<file path="config.mk">
export PLATFORM = sky130hd
export DESIGN_NAME = branch_redirect_ctrl_flat
export DESIGN_NICKNAME = d
export VERILOG_FILES = /design/src/rtl/branch_redirect_ctrl_if.sv /design/src/rtl/branch_redirect_ctrl.sv /design/src/flat_wrapper.sv
export SDC_FILE = /design/constraint.sdc
export NUM_CORES = 1
export LEC_CHECK = 0
export CAP_MARGIN = 25
export CORE_UTILIZATION = 33
export CTS_BUF_LIST = sky130_fd_sc_hd__clkbuf_4 sky130_fd_sc_hd__clkbuf_8
export DETAILED_ROUTE_END_ITERATION = 10
export MAX_ROUTING_LAYER = met4
export PLACE_DENSITY = 0.87
export RECOVER_POWER = 25
export SYNTH_ARGS = -nofsm -noshare
export SYNTH_HDL_FRONTEND = slang
export SYNTH_SLANG_ARGS = --single-unit
</file>
<file path="constraint.sdc">
create_clock -name clk -period 2.8 [get_ports clk]
set_clock_uncertainty 0.1 [all_clocks]
set_input_delay 0.56 -clock clk [delete_from_list [all_inputs] [get_ports clk]]
set_output_delay 0.56 -clock clk [all_outputs]
set_load 0.005 [all_outputs]
</file>
<file path="src/rtl/branch_redirect_ctrl_if.sv">
// Redirect-controller bus: EX-stage resolve inputs, hazard stall, fetch PC-load handshake,
// pipeline flush strobes and performance counters.
interface branch_redirect_ctrl_if #(
  parameter int unsigned PC_W  = 8,
  parameter int unsigned CNT_W = 16
);
  logic             ex_valid;
  logic             ex_is_branch;
  logic             ex_is_jump;
  logic             ex_taken;
  logic [PC_W-1:0]  ex_target;
  logic             stall_in;
  logic             pc_ack;
  logic             pc_load;
  logic [PC_W-1:0]  pc_target;
  logic             flush_if_id;
  logic             flush_id_ex;
  logic             flush_ex_mem;
  logic             busy;
  logic [CNT_W-1:0] perf_branches;
  logic [CNT_W-1:0] perf_taken;
  logic [CNT_W-1:0] perf_wait;

  // Pipeline/fetch side.
  modport master (
    output ex_valid, ex_is_branch, ex_is_jump, ex_taken, ex_target, stall_in, pc_ack,
    input  pc_load, pc_target, flush_if_id, flush_id_ex, flush_ex_mem, busy,
           perf_branches, perf_taken, perf_wait
  );

  // Redirect controller side.
  modport slave (
    input  ex_valid, ex_is_branch, ex_is_jump, ex_taken, ex_target, stall_in, pc_ack,
    output pc_load, pc_target, flush_if_id, flush_id_ex, flush_ex_mem, busy,
           perf_branches, perf_taken, perf_wait
  );
endinterface

</file>
<file path="src/rtl/branch_redirect_ctrl.sv">
// Control-flow redirect sequencer: registers taken branches/jumps, drives the PC-load
// handshake and pipeline flushes. Define BRANCH_REDIRECT_PERF_EN for saturating perf counters.
module branch_redirect_ctrl #(
  parameter int unsigned PC_W  = 8,
  parameter int unsigned CNT_W = 16
) (
  input  logic                   clk,
  input  logic                   rst_n,
  branch_redirect_ctrl_if.slave  bus
);

  typedef enum logic {IDLE = 1'b0, REDIRECT = 1'b1} state_t;

  state_t          state_q;
  logic [PC_W-1:0] pc_target_q;
  logic            pc_load_q;
  logic            busy_q;
  logic            flush_if_id_q;
  logic            flush_id_ex_q;
  logic            flush_ex_mem_q;

  logic resolve_c;
  logic accept_c;

  assign resolve_c = bus.ex_valid & ~bus.stall_in & (bus.ex_is_branch | bus.ex_is_jump);
  assign accept_c  = resolve_c & (bus.ex_is_jump | bus.ex_taken);

  // flush_ex_mem doubles as the first-REDIRECT-cycle flag.
  always_ff @(posedge clk or negedge rst_n) begin
    if (!rst_n) begin
      state_q        <= IDLE;
      pc_target_q    <= '0;
      pc_load_q      <= 1'b0;
      busy_q         <= 1'b0;
      flush_if_id_q  <= 1'b0;
      flush_id_ex_q  <= 1'b0;
      flush_ex_mem_q <= 1'b0;
    end else begin
      case (state_q)
        IDLE: begin
          if (accept_c) begin
            state_q        <= REDIRECT;
            pc_target_q    <= bus.ex_target;
            pc_load_q      <= 1'b1;
            busy_q         <= 1'b1;
            flush_if_id_q  <= 1'b1;
            flush_id_ex_q  <= 1'b1;
            flush_ex_mem_q <= 1'b1;
          end
        end
        REDIRECT: begin
          flush_ex_mem_q <= 1'b0;
          if (bus.pc_ack) begin
            state_q       <= IDLE;
            pc_load_q     <= 1'b0;
            busy_q        <= 1'b0;
            flush_if_id_q <= 1'b0;
            flush_id_ex_q <= 1'b0;
          end
        end
        default: begin
          state_q        <= IDLE;
          pc_load_q      <= 1'b0;
          busy_q         <= 1'b0;
          flush_if_id_q  <= 1'b0;
          flush_id_ex_q  <= 1'b0;
          flush_ex_mem_q <= 1'b0;
        end
      endcase
    end
  end

  assign bus.pc_load      = pc_load_q;
  assign bus.pc_target    = pc_target_q;
  assign bus.busy         = busy_q;
  assign bus.flush_if_id  = flush_if_id_q;
  assign bus.flush_id_ex  = flush_id_ex_q;
  assign bus.flush_ex_mem = flush_ex_mem_q;

`ifdef BRANCH_REDIRECT_PERF_EN
  logic [CNT_W-1:0] perf_branches_q;
  logic [CNT_W-1:0] perf_taken_q;
  logic [CNT_W-1:0] perf_wait_q;
  logic             in_idle_c;
  logic             wait_c;

  assign in_idle_c = (state_q == IDLE);
  assign wait_c    = (state_q == REDIRECT) & ~bus.pc_ack;

  // Saturating event counters.
  always_ff @(posedge clk or negedge rst_n) begin
    if (!rst_n) begin
      perf_branches_q <= '0;
      perf_taken_q    <= '0;
      perf_wait_q     <= '0;
    end else begin
      if (in_idle_c && resolve_c && (perf_branches_q != '1))
        perf_branches_q <= perf_branches_q + CNT_W'(1);
      if (in_idle_c && accept_c && (perf_taken_q != '1))
        perf_taken_q <= perf_taken_q + CNT_W'(1);
      if (wait_c && (perf_wait_q != '1))
        perf_wait_q <= perf_wait_q + CNT_W'(1);
    end
  end

  assign bus.perf_branches = perf_branches_q;
  assign bus.perf_taken    = perf_taken_q;
  assign bus.perf_wait     = perf_wait_q;
`else
  assign bus.perf_branches = CNT_W'(0);
  assign bus.perf_taken    = CNT_W'(0);
  assign bus.perf_wait     = CNT_W'(0);
`endif

endmodule

</file>
<file path="src/flat_wrapper.sv">
// flat-port wrapper written by rule: the top's interface ports become plain ports
module branch_redirect_ctrl_flat 
#(
  parameter int unsigned PC_W  = 8,
  parameter int unsigned CNT_W = 16
)
  (clk, rst_n, bus_ex_valid, bus_ex_is_branch, bus_ex_is_jump, bus_ex_taken, bus_ex_target, bus_stall_in, bus_pc_ack, bus_pc_load, bus_pc_target, bus_flush_if_id, bus_flush_id_ex, bus_flush_ex_mem, bus_busy, bus_perf_branches, bus_perf_taken, bus_perf_wait);
  branch_redirect_ctrl_if #(.PC_W(PC_W), .CNT_W(CNT_W)) bus_i ();
  input  logic clk;
  input  logic rst_n;
  input wire logic [$bits(bus_i.ex_valid)-1:0] bus_ex_valid;
  input wire logic [$bits(bus_i.ex_is_branch)-1:0] bus_ex_is_branch;
  input wire logic [$bits(bus_i.ex_is_jump)-1:0] bus_ex_is_jump;
  input wire logic [$bits(bus_i.ex_taken)-1:0] bus_ex_taken;
  input wire logic [$bits(bus_i.ex_target)-1:0] bus_ex_target;
  input wire logic [$bits(bus_i.stall_in)-1:0] bus_stall_in;
  input wire logic [$bits(bus_i.pc_ack)-1:0] bus_pc_ack;
  output wire logic [$bits(bus_i.pc_load)-1:0] bus_pc_load;
  output wire logic [$bits(bus_i.pc_target)-1:0] bus_pc_target;
  output wire logic [$bits(bus_i.flush_if_id)-1:0] bus_flush_if_id;
  output wire logic [$bits(bus_i.flush_id_ex)-1:0] bus_flush_id_ex;
  output wire logic [$bits(bus_i.flush_ex_mem)-1:0] bus_flush_ex_mem;
  output wire logic [$bits(bus_i.busy)-1:0] bus_busy;
  output wire logic [$bits(bus_i.perf_branches)-1:0] bus_perf_branches;
  output wire logic [$bits(bus_i.perf_taken)-1:0] bus_perf_taken;
  output wire logic [$bits(bus_i.perf_wait)-1:0] bus_perf_wait;
  assign bus_i.ex_valid = bus_ex_valid;
  assign bus_i.ex_is_branch = bus_ex_is_branch;
  assign bus_i.ex_is_jump = bus_ex_is_jump;
  assign bus_i.ex_taken = bus_ex_taken;
  assign bus_i.ex_target = bus_ex_target;
  assign bus_i.stall_in = bus_stall_in;
  assign bus_i.pc_ack = bus_pc_ack;
  assign bus_pc_load = bus_i.pc_load;
  assign bus_pc_target = bus_i.pc_target;
  assign bus_flush_if_id = bus_i.flush_if_id;
  assign bus_flush_id_ex = bus_i.flush_id_ex;
  assign bus_flush_ex_mem = bus_i.flush_ex_mem;
  assign bus_busy = bus_i.busy;
  assign bus_perf_branches = bus_i.perf_branches;
  assign bus_perf_taken = bus_i.perf_taken;
  assign bus_perf_wait = bus_i.perf_wait;
  branch_redirect_ctrl #(.PC_W(PC_W), .CNT_W(CNT_W)) u_core (.clk(clk), .rst_n(rst_n), .bus(bus_i));
endmodule
</file>
==> impl_metrics.env, run 1 <==
export IMPL_status="completed"
export IMPL_seqPwrFrac=0.427
export IMPL_post_drt_wl_per_cell_um=7.881
export IMPL_start_util=0.3584
export IMPL_dieArea_um2=2675
export IMPL_clockBufferDepth=2
export IMPL_core_um2=2276
export IMPL_path_cells="clkdlybuf4s50_1"
export IMPL_synthesis_area_um2=815.8
export IMPL_p_per_area_nw_per_um2=535.5
export IMPL_critical_path_class="reg -> out"
export IMPL_cts_tree="done"
export IMPL_rsz0062_at_grt="no"
export IMPL_cts_resized=0
export IMPL_synth_distinct_cells=11
export IMPL_fill_cells=220
export IMPL_cts_clk_slew_worst_paths_ps=60
export IMPL_p_comb_frac=0.352
export IMPL_yosys_register_bits=11
export IMPL_holdBufCountCts=0
export IMPL_cp_arrival_ps=1210
export IMPL_synth_edf_count=0
export IMPL_synthArstFlopShare=1.000
export IMPL_setup_viol_count_final=0
export IMPL_end_kind="output port"
export IMPL_cp_slowest_cell="clkdlybuf4s50_1"
export IMPL_vias=474
export IMPL_dp_final_hpwl_um=886.8
export IMPL_viasPerCell=3.511
export IMPL_hp_class="reg -> reg"
export IMPL_cts_buffers=3
export IMPL_slowest_delay_ps=530
export IMPL_required_ps=2140
export IMPL_ys_seq_area_frac=0.3374
export IMPL_post_synth_top_count_cell="buf_4"
export IMPL_leakage_uw=0.0004725
export IMPL_synth_avg_cell_area_um2=10.33
export IMPL_antenna_cells=0
export IMPL_synth_commonest_cells="51 x buf_4, 11 x dfrtp_1, 8 x mux2_2"
export IMPL_finalSetupTns_ps=0
export IMPL_yosys_area_top_type="buf_4"
export IMPL_finalCriticalPeriod_ps=1872
export IMPL_maxCapViolations=0
export IMPL_die_w_um=51.72
export IMPL_slew_viol_final=0
export IMPL_synthTopCellsByArea="buf_4 47%, dfrtp_1 34%, mux2_2 11%"
export IMPL_max_freq_mhz=534.3
export IMPL_groute_usage_overall=0.09177
export IMPL_grt_ovfl_total=0
export IMPL_synth_warnings=0
export IMPL_drt_total_wl_um=1064
export IMPL_path_max_fanout=5
export IMPL_pwr_share_clk=0.221
export IMPL_p_sw_frac=0.2468
export IMPL_nets=124
export IMPL_port_buffer_count=28
export IMPL_area_delta_synth_final_pct=16.56
export IMPL_max_vdd_ir_drop_uv=348.7
export IMPL_grt_first_pass_wirelength_um=1676
export IMPL_grt_max_degree=12
export IMPL_start_kind="flip-flop"
export IMPL_drc=0
export IMPL_synth_cells=79
export IMPL_cts_root_buf="clkbuf_4"
export IMPL_ios=77
export IMPL_place_congestion=0.6348
export IMPL_p_switching_uw=125.7
export IMPL_synth_main_ff_cell="dfrtp_1"
export IMPL_cts_sinks=11
export IMPL_cp_top_family="buffers and inverters"
export IMPL_crit_buf_inv=1
export IMPL_ant_nets=0
export IMPL_antenna_found_initial=0
export IMPL_htree_levels=1
export IMPL_postCtsSetupRepairBufs=0
export IMPL_p_total_uw=509.3
export IMPL_fp_row_count=17
export IMPL_fin_crit_sh=0.6685
export IMPL_insertion_delay_ps=260
export IMPL_yosys_area_top_type_share=0.4693
export IMPL_dieHeight_um=51.72
export IMPL_grt_pass1_vias=385
export IMPL_drive_gt1_frac=0.1495
export IMPL_intPower_uw=383.6
export IMPL_drtPass1Iterations=1
export IMPL_first_iter_violations=0
export IMPL_hold_viol=0
sequential cells by signal (all words and copies together), names as in the netlist:
signal	cells
u_core.state_q	1
u_core.bus.flush_ex_mem	1
u_core.bus.pc_target	8
u_core.bus.busy	1
worst paths after layout:
check | start | to | slack [ps] | cells past startpoint
worst max-delay path | u_core.bus.busy | bus_busy | 930 | 1
worst min-delay path | u_core.bus.flush_ex_mem | u_core.bus.flush_ex_mem | 390 | 1
worst max register to register | u_core.state_q | u_core.bus.pc_target[0] | 1340 | 3
worst min register to register | u_core.bus.flush_ex_mem | u_core.bus.flush_ex_mem | 390 | 1
max in group asynchronous | rst_n | u_core.bus.pc_target[1] | 1680 | 1
min in group asynchronous | rst_n | u_core.bus.pc_target[6] | 590 | 1
power groups by stage:
| stage | clock [µW] | sequential [µW] | combinational, µW |
|---|---|---|---|
| after floorplan | 0 | 222 | 119 |
| after global placement | 0 | 221 | 178 |
| after detailed placement | 0 | 221 | 180 |
| after CTS | 120 | 219 | 181 |
| after global routing | 130 | 224 | 199 |
| final | 113 | 218 | 179 |
metrics by stage:
step | util | setup WS, ps | instance area [µm²] | cells | hold WS (ps)
after floorplan | - | 1174 | 992.2 | 126 | 164.4
after global placement | 0.4046 | 682.9 | 920.9 | 131 | 377.4
after detailed placement | 0.4046 | 687.5 | 920.9 | 131 | 376.8
after CTS | 0.4178 | 888.9 | 950.9 | 135 | 392.3
after global routing | 0.4178 | 868.8 | 950.9 | 135 | 413.9
final | 0.4178 | 928.2 | 950.9 | 135 | 388.9
cell families (layout without fill, tap and decap cells):
group / Yosys count / in the layout / share of synthesized area
simple gates: 2 / 2 / 0.02300
buf+inv: 53 / 34 / 0.4877
flops: 11 / 11 / 0.3374
compound gates: 4 / 4 / 0.03681
mux: 8 / 8 / 0.1104
other cells: 1 / 48 / 0.004597
cell usage in the layout (no fill, tap or decap), drive strengths merged, types with 2 or more instances in the layout:
cell | netlist | final
a21o | 2 | 2
clkbuf | 0 | 4
clkdlybuf4s50 | 0 | 27
conb | 1 | 48
dfrtp | 11 | 11
mux2 | 8 | 8
layer usage:
layer  global-route usage  part of all wire
met1              0.09928              0.36
met2               0.1429              0.48
met3              0.02632              0.15
met4              0.06757             0.013
met5                    -                 0
area by class of cell:
class                   count  area, µm²  share of cell area
multi-input cells          62      319.1              0.3355
repair buffers             29      287.8              0.3026
flip-flops and latches     11      275.3              0.2895
well taps                  28      35.03             0.03684
clock buffers               4      30.03             0.03158
inverters                   1      3.754            0.003947
Note: power is estimated with default switching activity, not from simulation.
==> run 2: changes to the inputs <==
- CORE_UTILIZATION: 33 -> 28
- PLACE_DENSITY: 0.87 -> 0.78
- clock period: 2.8 -> 1.6 ns (I/O delays scaled with it)
==> impl_metrics.env, run 2 (synthesized netlist as in run 1, its figures left out) <==
export IMPL_gr_max_usage_layer="met2"
export IMPL_grt_ovfl_total=0
export IMPL_met1_usage=0.07817
export IMPL_first_iter_violations=1
export IMPL_status="completed"
export IMPL_htree_levels=1
export IMPL_clockBufferDepth=2
export IMPL_crit_buf_inv=1
export IMPL_drtPass1Iterations=3
export IMPL_drive_gt1_frac=0.1964
export IMPL_setup_ws_ps=36.42
export IMPL_fin_crit_sh=0.9772
export IMPL_seq_area_um2=275.3
export IMPL_slew_viol_final=0
export IMPL_dp_slack_ps=-310.9
export IMPL_intPower_uw=682.0
export IMPL_nets=129
export IMPL_ios=77
export IMPL_antenna_found_initial=0
export IMPL_grt_max_degree=12
export IMPL_port_buffer_count=28
export IMPL_dieHeight_um=55.98
export IMPL_seqPwrFrac=0.408
export IMPL_max_vdd_ir_drop_uv=591.8
export IMPL_multi_input_area_um2=361.6
export IMPL_area_delta_synth_final_pct=28.22
export IMPL_end_kind="output port"
export IMPL_max_freq_mhz=639.6
export IMPL_critical_path_class="reg -> out"
export IMPL_dieArea_um2=3133
export IMPL_layout_common_cells="48 x conb_1, 17 x clkdlybuf4s50_1, 11 x dfrtp_1"
export IMPL_start_util=0.2958
export IMPL_antenna_cells=0
export IMPL_fp_row_count=19
export IMPL_path_cells="clkdlybuf4s50_1"
export IMPL_pwr_share_clk=0.204
export IMPL_grt_first_pass_wirelength_um=1835
export IMPL_leakage_uw=0.0005923
export IMPL_place_congestion=0.6403
export IMPL_cp_slowest_cell="clkdlybuf4s50_1"
export IMPL_slowest_delay_ps=500
export IMPL_p_sw_frac=0.2720
export IMPL_drc=0
export IMPL_finalSetupTns_ps=0
export IMPL_finalCriticalPeriod_ps=1564
export IMPL_mostFrequentLayoutCell="conb_1"
export IMPL_dp_final_hpwl_um=1047
export IMPL_timing_rr_start="u_core.state_q"
export IMPL_groute_usage_overall=0.08018
export IMPL_required_ps=1180
export IMPL_cts_sinks=11
export IMPL_timing_rr_end="u_core.bus.pc_target[4]"
export IMPL_cts_clk_slew_worst_paths_ps=70
export IMPL_cp_arrival_ps=1140
export IMPL_r2r_slack_ps=90
export IMPL_cts_tree="done"
export IMPL_insertion_delay_ps=270
export IMPL_p_comb_frac=0.388
export IMPL_vias=493
export IMPL_grt_pass1_vias=421
export IMPL_p_switching_uw=254.8
export IMPL_met3_usage=0.02558
export IMPL_largest_reg_flops=8
export IMPL_die_w_um=55.98
export IMPL_hold_viol=0
export IMPL_grtUsageMet2=0.1361
export IMPL_maxCapViolations=0
export IMPL_post_drt_wl_per_cell_um=9.783
export IMPL_drt_total_wl_um=1399
export IMPL_path_max_fanout=2
export IMPL_r2r_cells=3
export IMPL_viasPerCell=3.448
export IMPL_ant_nets=0
export IMPL_cts_buffers=3
export IMPL_p_per_area_nw_per_um2=895.5
export IMPL_fill_cells=274
export IMPL_cp_top_family="buffers and inverters"
export IMPL_start_kind="flip-flop"
export IMPL_cts_root_buf="clkbuf_4"
export IMPL_hp_class="in -> async"
export IMPL_setup_viol_count_final=0
export IMPL_core_um2=2758
-- run 2: how the worst max path moves through the flow --
stage	startpoint	to	slack (ps)	cells after the start
final	u_core.bus.pc_target[2]	bus_pc_target[2]	40	1
after global routing	u_core.bus.pc_target[7]	bus_pc_target[7]	-1	1
after CTS	bus_ex_is_branch	u_core.bus.pc_target[6]	-20	5
after detailed placement	bus_ex_is_branch	u_core.bus.pc_target[6]	-310	5
after global placement	bus_ex_is_branch	u_core.bus.pc_target[7]	-290	5
after floorplan	u_core.state_q	u_core.bus.pc_target[0]	160	3
-- run 2: area by class of cell --
class / count / share of cell area
Tap cell: 31 / 0.03708
Timing Repair Buffer: 34 / 0.3242
Inverter: 1 / 0.003589
Clock buffer: 3 / 0.02153
Multi-Input combinational cell: 62 / 0.3457
Clock inverter: 1 / 0.004785
Sequential cell: 11 / 0.2632
-- run 2: power groups by stage --
stage	sequential (µW)	clock, µW	combinational (µW)
final	382	191	363
after global routing	390	214	396
after CTS	382	199	317
after detailed placement	388	0	323
after global placement	384	0	314
after floorplan	388	0	208
-- run 2: stage by stage --
stage	hold slack [ps]	cells	util	cell area (µm²)	power (µW)
2_1_floorplan	-75.59	126	-	992.2	596.5
3_3_place_gp	368.7	135	0.3380	932.1	698.4
3_5_place_dp	397.0	135	0.3380	932.1	710.8
4_1_cts	290.4	140	0.3489	962.2	897.7
5_1_grt	369.6	143	0.3793	1046	1000
6_report	342.6	143	0.3793	1046	936.7
-- run 2: what timing repair did --
action / CTS / global route
gates resized for setup: 4 / 19
cloned: 0 / 1
hold buffers: 0 / 0
pin swaps: 0 / 2
setup endpoints to repair: 12 / 12
setup buffers: 1 / 2
-- run 2: metal layers --
layer	routed length (µm)	vias up
li1	-	217
met1	440	228
met2	778	45
met3	152	3
met4	28	0
met5	0	-
-- run 2: worst register-to-register path, cell delays in order, from the launching register on --
cell     delay [ps]
dfrtp_1         430
nor4b_4         360
buf_4           210
mux2_4          300
==> RTL edit 1: new RTL, config.mk and constraints of run 1 <==
`PC_W` is set to 8 in 3 places; all go to 12.
--- a/src/rtl/branch_redirect_ctrl_if.sv
+++ b/src/rtl/branch_redirect_ctrl_if.sv
@@ -2,5 +2,5 @@
 // pipeline flush strobes and performance counters.
 interface branch_redirect_ctrl_if #(
-  parameter int unsigned PC_W  = 8,
+  parameter int unsigned PC_W  = 12,
   parameter int unsigned CNT_W = 16
 );
--- a/src/rtl/branch_redirect_ctrl.sv
+++ b/src/rtl/branch_redirect_ctrl.sv
@@ -2,5 +2,5 @@
 // handshake and pipeline flushes. Define BRANCH_REDIRECT_PERF_EN for saturating perf counters.
 module branch_redirect_ctrl #(
-  parameter int unsigned PC_W  = 8,
+  parameter int unsigned PC_W  = 12,
   parameter int unsigned CNT_W = 16
 ) (
--- a/src/flat_wrapper.sv
+++ b/src/flat_wrapper.sv
@@ -2,5 +2,5 @@
 module branch_redirect_ctrl_flat 
 #(
-  parameter int unsigned PC_W  = 8,
+  parameter int unsigned PC_W  = 12,
   parameter int unsigned CNT_W = 16
 )
Ports: changed (resized bus_ex_target and bus_pc_target); port bits go from 77 to 85. No check against the original RTL was run, so the function may have changed too.
==> RTL edit 1 against run 1 <==
- total power grew 29%
- count of clock-buffer cells in the layout is the same
- sequential cell count grew 4
- sequential power grew 37%
- first-iteration DRC count grew 1
- clock power grew 11%
- routed wire length grew 33%
- register-to-register slack lost 0.07 ns
- synthesized area grew 19%
- setup slack lost 0.017 ns
- global-route usage grew 0.43 points
- cell area grew 25%
- critical path type is now in -> reg
==> RTL edit 1: results (changes against run 1) <==
Finish
* multi-input gate count: 66, was 62
* num sequential: 15, was 11
* buffers outside the clock class: 37, was 29
* number of nets in the layout: 144, was 124
* layout-stage area growth over the synthesis result: 22.6%, was 16.6%
* fill count: 263, was 220
* layout cells sized above 1: 16.3%, was 15.0%
* sequential share of cell area: 31.6%, was 28.9%
* buffering overhead: 30.9%, was 30.3%
* Post-Layout Cell Count: 154, was 135

Setup path
* setup slack on the worst flop-to-flop path: 1.27 ns, was 1.34 ns
* Crit path arrival time: 1.95 ns, was 1.21 ns
* largest fanout on the critical path: 15, was 5
* Critical Path Source: bus_ex_taken, was u_core.bus.busy

Place
* area post-placement: 1160 µm², was 921 µm²
* port buffer count: 36, was 28
* Placer Congestion: 0.616, was 0.635

STA
* hold_ws: 0.394 ns, was 0.389 ns
* post-route worst setup slack: 0.912 ns, was 0.928 ns

Global route
* GRT Total Usage: 9.60%, was 9.18%
* vias in the first global route: 507, was 385

Drt
* drt via density: 3.65, was 3.51
* Pre-antenna DRT Iters: 4, was 1
* routed length per instance: 9.16 µm, was 7.88 µm

Power
* Clock group: 0.125 mW, was 0.113 mW
* Lkg Pwr: 0.571 nW, was 0.473 nW
* worst ir drop on vdd: 360 µV, was 349 µV
* Int Power: 0.496 mW, was 0.384 mW

Synth
* most area-consuming cells after synthesis: sky130_fd_sc_hd__buf_4 39%, sky130_fd_sc_hd__dfrtp_1 39%, sky130_fd_sc_hd__mux2_2 14%, was sky130_fd_sc_hd__buf_4 47%, sky130_fd_sc_hd__dfrtp_1 34%, sky130_fd_sc_hd__mux2_2 11%

Status
* status: finished clean, unchanged

==> RTL edit 1: cell types whose count changed in the layout (fill, tap and decap cells not counted), sizes merged <==
cell / delta
mux2: +4
clkdlybuf4s50: +8
dfrtp: +4
==> RTL edit 1: metal layers <==
| metal | up-vias | routed length, µm | share of wire (%) | track usage (%) |
|---|---|---|---|---|
| li1 | 251 | - | - | - |
| met1 | 257 | 536 | 38 | 10.7 |
| met2 | 52 | 751 | 53 | 16.5 |
| met3 | 2 | 117 | 8.3 | 2.09 |
| met4 | 0 | 6 | 0.43 | 4.18 |
| met5 | - | 0 | 0 | - |
==> RTL edit 1: logic make-up (layout without fill, tap and decap cells) <==
kind of cell	count (synthesis)	in the layout	synth area share, %
other	1	48	0.387
DFF	15	15	38.7
buffers and inverters	53	42	41.0
AOI/OAI and AO/OA	4	4	3.10
and+or+nand+nor	2	2	2.84
muxes	12	12	13.9
==> RTL edit 2: new RTL, settings of run 1 <==
Without the edit above. Add a define of `BRANCH_REDIRECT_PERF_EN`.
--- a/src/rtl/branch_redirect_ctrl.sv
+++ b/src/rtl/branch_redirect_ctrl.sv
@@ -1,4 +1,6 @@
 // Control-flow redirect sequencer: registers taken branches/jumps, drives the PC-load
 // handshake and pipeline flushes. Define BRANCH_REDIRECT_PERF_EN for saturating perf counters.
+`define BRANCH_REDIRECT_PERF_EN
+
 module branch_redirect_ctrl #(
   parameter int unsigned PC_W  = 8,
Check against the original RTL: not equivalent (a bounded check fails within 4 cycles, from zero or initial values and one cycle with rst_n low).
==> RTL edit 2 against run 1 <==
- the run now ends with capacitance limit, slew limit left
- hold slack lost 0.013 ns
- synthesized area rose to 3.3 times the old value
- highest routed layer unchanged
- total power grew to 5.0 times the old value
- critical endpoint is now u_core.bus.perf_taken[15]
- setup slack lost 0.67 ns
- count of clock-buffer cells in the layout up 8
- routed wire length increased to 5.6 times the old value
- sequential cell count rose by 48
- largest power group unchanged
- cell area rose to 4.0 times the old value
==> RTL edit 2: results (changes against run 1) <==
Clocking
* CTS buffer count: 9, was 3
* # H-tree levels: 3, was 1
* library cell used as clock root buffer: sky130_fd_sc_hd__clkbuf_8, was sky130_fd_sc_hd__clkbuf_4

Finish
* layout cells sized above 1: 9.12%, was 15.0%
* clock-cell share of area: 5.60%, was 3.16%
* num sequential: 59, was 11
* flip-flop and latch area: 1480 µm², was 275 µm²
* multi-input gate count: 188, was 62
* multi-input combinational cell area: 1160 µm², was 319 µm²
* buffers outside the clock class: 83, was 29

Setup path
* Critical Path Source: bus_ex_valid, was u_core.bus.busy
* crit path capture type: flop, was primary output
* setup slack on the worst flop-to-flop path: 0.50 ns, was 1.34 ns
* endpoint of the worst register-to-register path: u_core.bus.perf_taken[15], was u_core.bus.pc_target[0]
* Top Family by Delay on Critical Path: simple AND/OR/NAND/NOR gates, was buffers and inverters
* maximum cell stage delay along the critical path: 0.67 ns, was 0.53 ns

Drt
* total length of routed wires: 6000 µm, was 1060 µm
* Pre-antenna DRT Iters: 4, was 1
* drt via density: 4.88, was 3.51

Synth
* instance count of the mapped netlist: 259, was 79
* Cell variety after synth: 34, was 11
* adder-cell share of the synthesized area: 1.39%, was 0%
* mux share of post-synthesis cell area: 2.79%, was 11.0%

Status
* status: finished with violations, was finished clean
* violated checks: capacitance limit, slew limit

STA
* post-route worst setup slack: 0.258 ns, was 0.928 ns
* hold_ws: 0.375 ns, was 0.389 ns
* Max Slew Vio Count: 31, was 0

Worst hold path
* hold path depth: 2, was 1
* start point of the worst hold path: u_core.bus.pc_target[2], was u_core.bus.flush_ex_mem

Power
* worst ir drop on vdd: 318 µV, was 349 µV
* Lkg Pwr: 1.66 nW, was 0.473 nW

Run
* number of maximum-capacitance constraint violations: 1, was 0

Place
* Placer Congestion: 0.798, was 0.635
* estimated wirelength of the detail-placed design: 4490 µm, was 887 µm

Global route
* global-route wire length before repair: 10200 µm, was 1680 µm

Floorplanning
* die area: 8520 µm², was 2670 µm²

## RTL edit 2: cell types whose count changed after synthesis, moves of 17 or more
cell	change
sky130_fd_sc_hd__dfrtp_1	+48
sky130_fd_sc_hd__buf_4	-48
sky130_fd_sc_hd__xnor2_1	+17
sky130_fd_sc_hd__xor2_1	+22
sky130_fd_sc_hd__nand2_1	+47
sky130_fd_sc_hd__nor2_1	+21
## RTL edit 2: report_power, final
part           total, mW  switching [mW]  internal, mW
logic              0.582           0.202         0.379
registers           1.17           0.176         0.992
clock network      0.808           0.327         0.481
## RTL edit 2: metal layers
layer	GRT usage (%)	part of all wire [%]
met5	-	0
met3	3.78	5.3
met4	5.47	0.55
met2	25.6	49
met1	18.9	45
## RTL edit 2: kinds of logic (layout without fill, tap and decap cells)
group,count (synthesis),count (layout)
adder cells (fa/ha/maj),3,3
AO/OA/AOI/OAI,10,10
XOR/XNOR,39,39
AND/OR/NAND/NOR,129,129
buffers and inverters,12,104
multiplexers,7,7
flip-flops,59,59
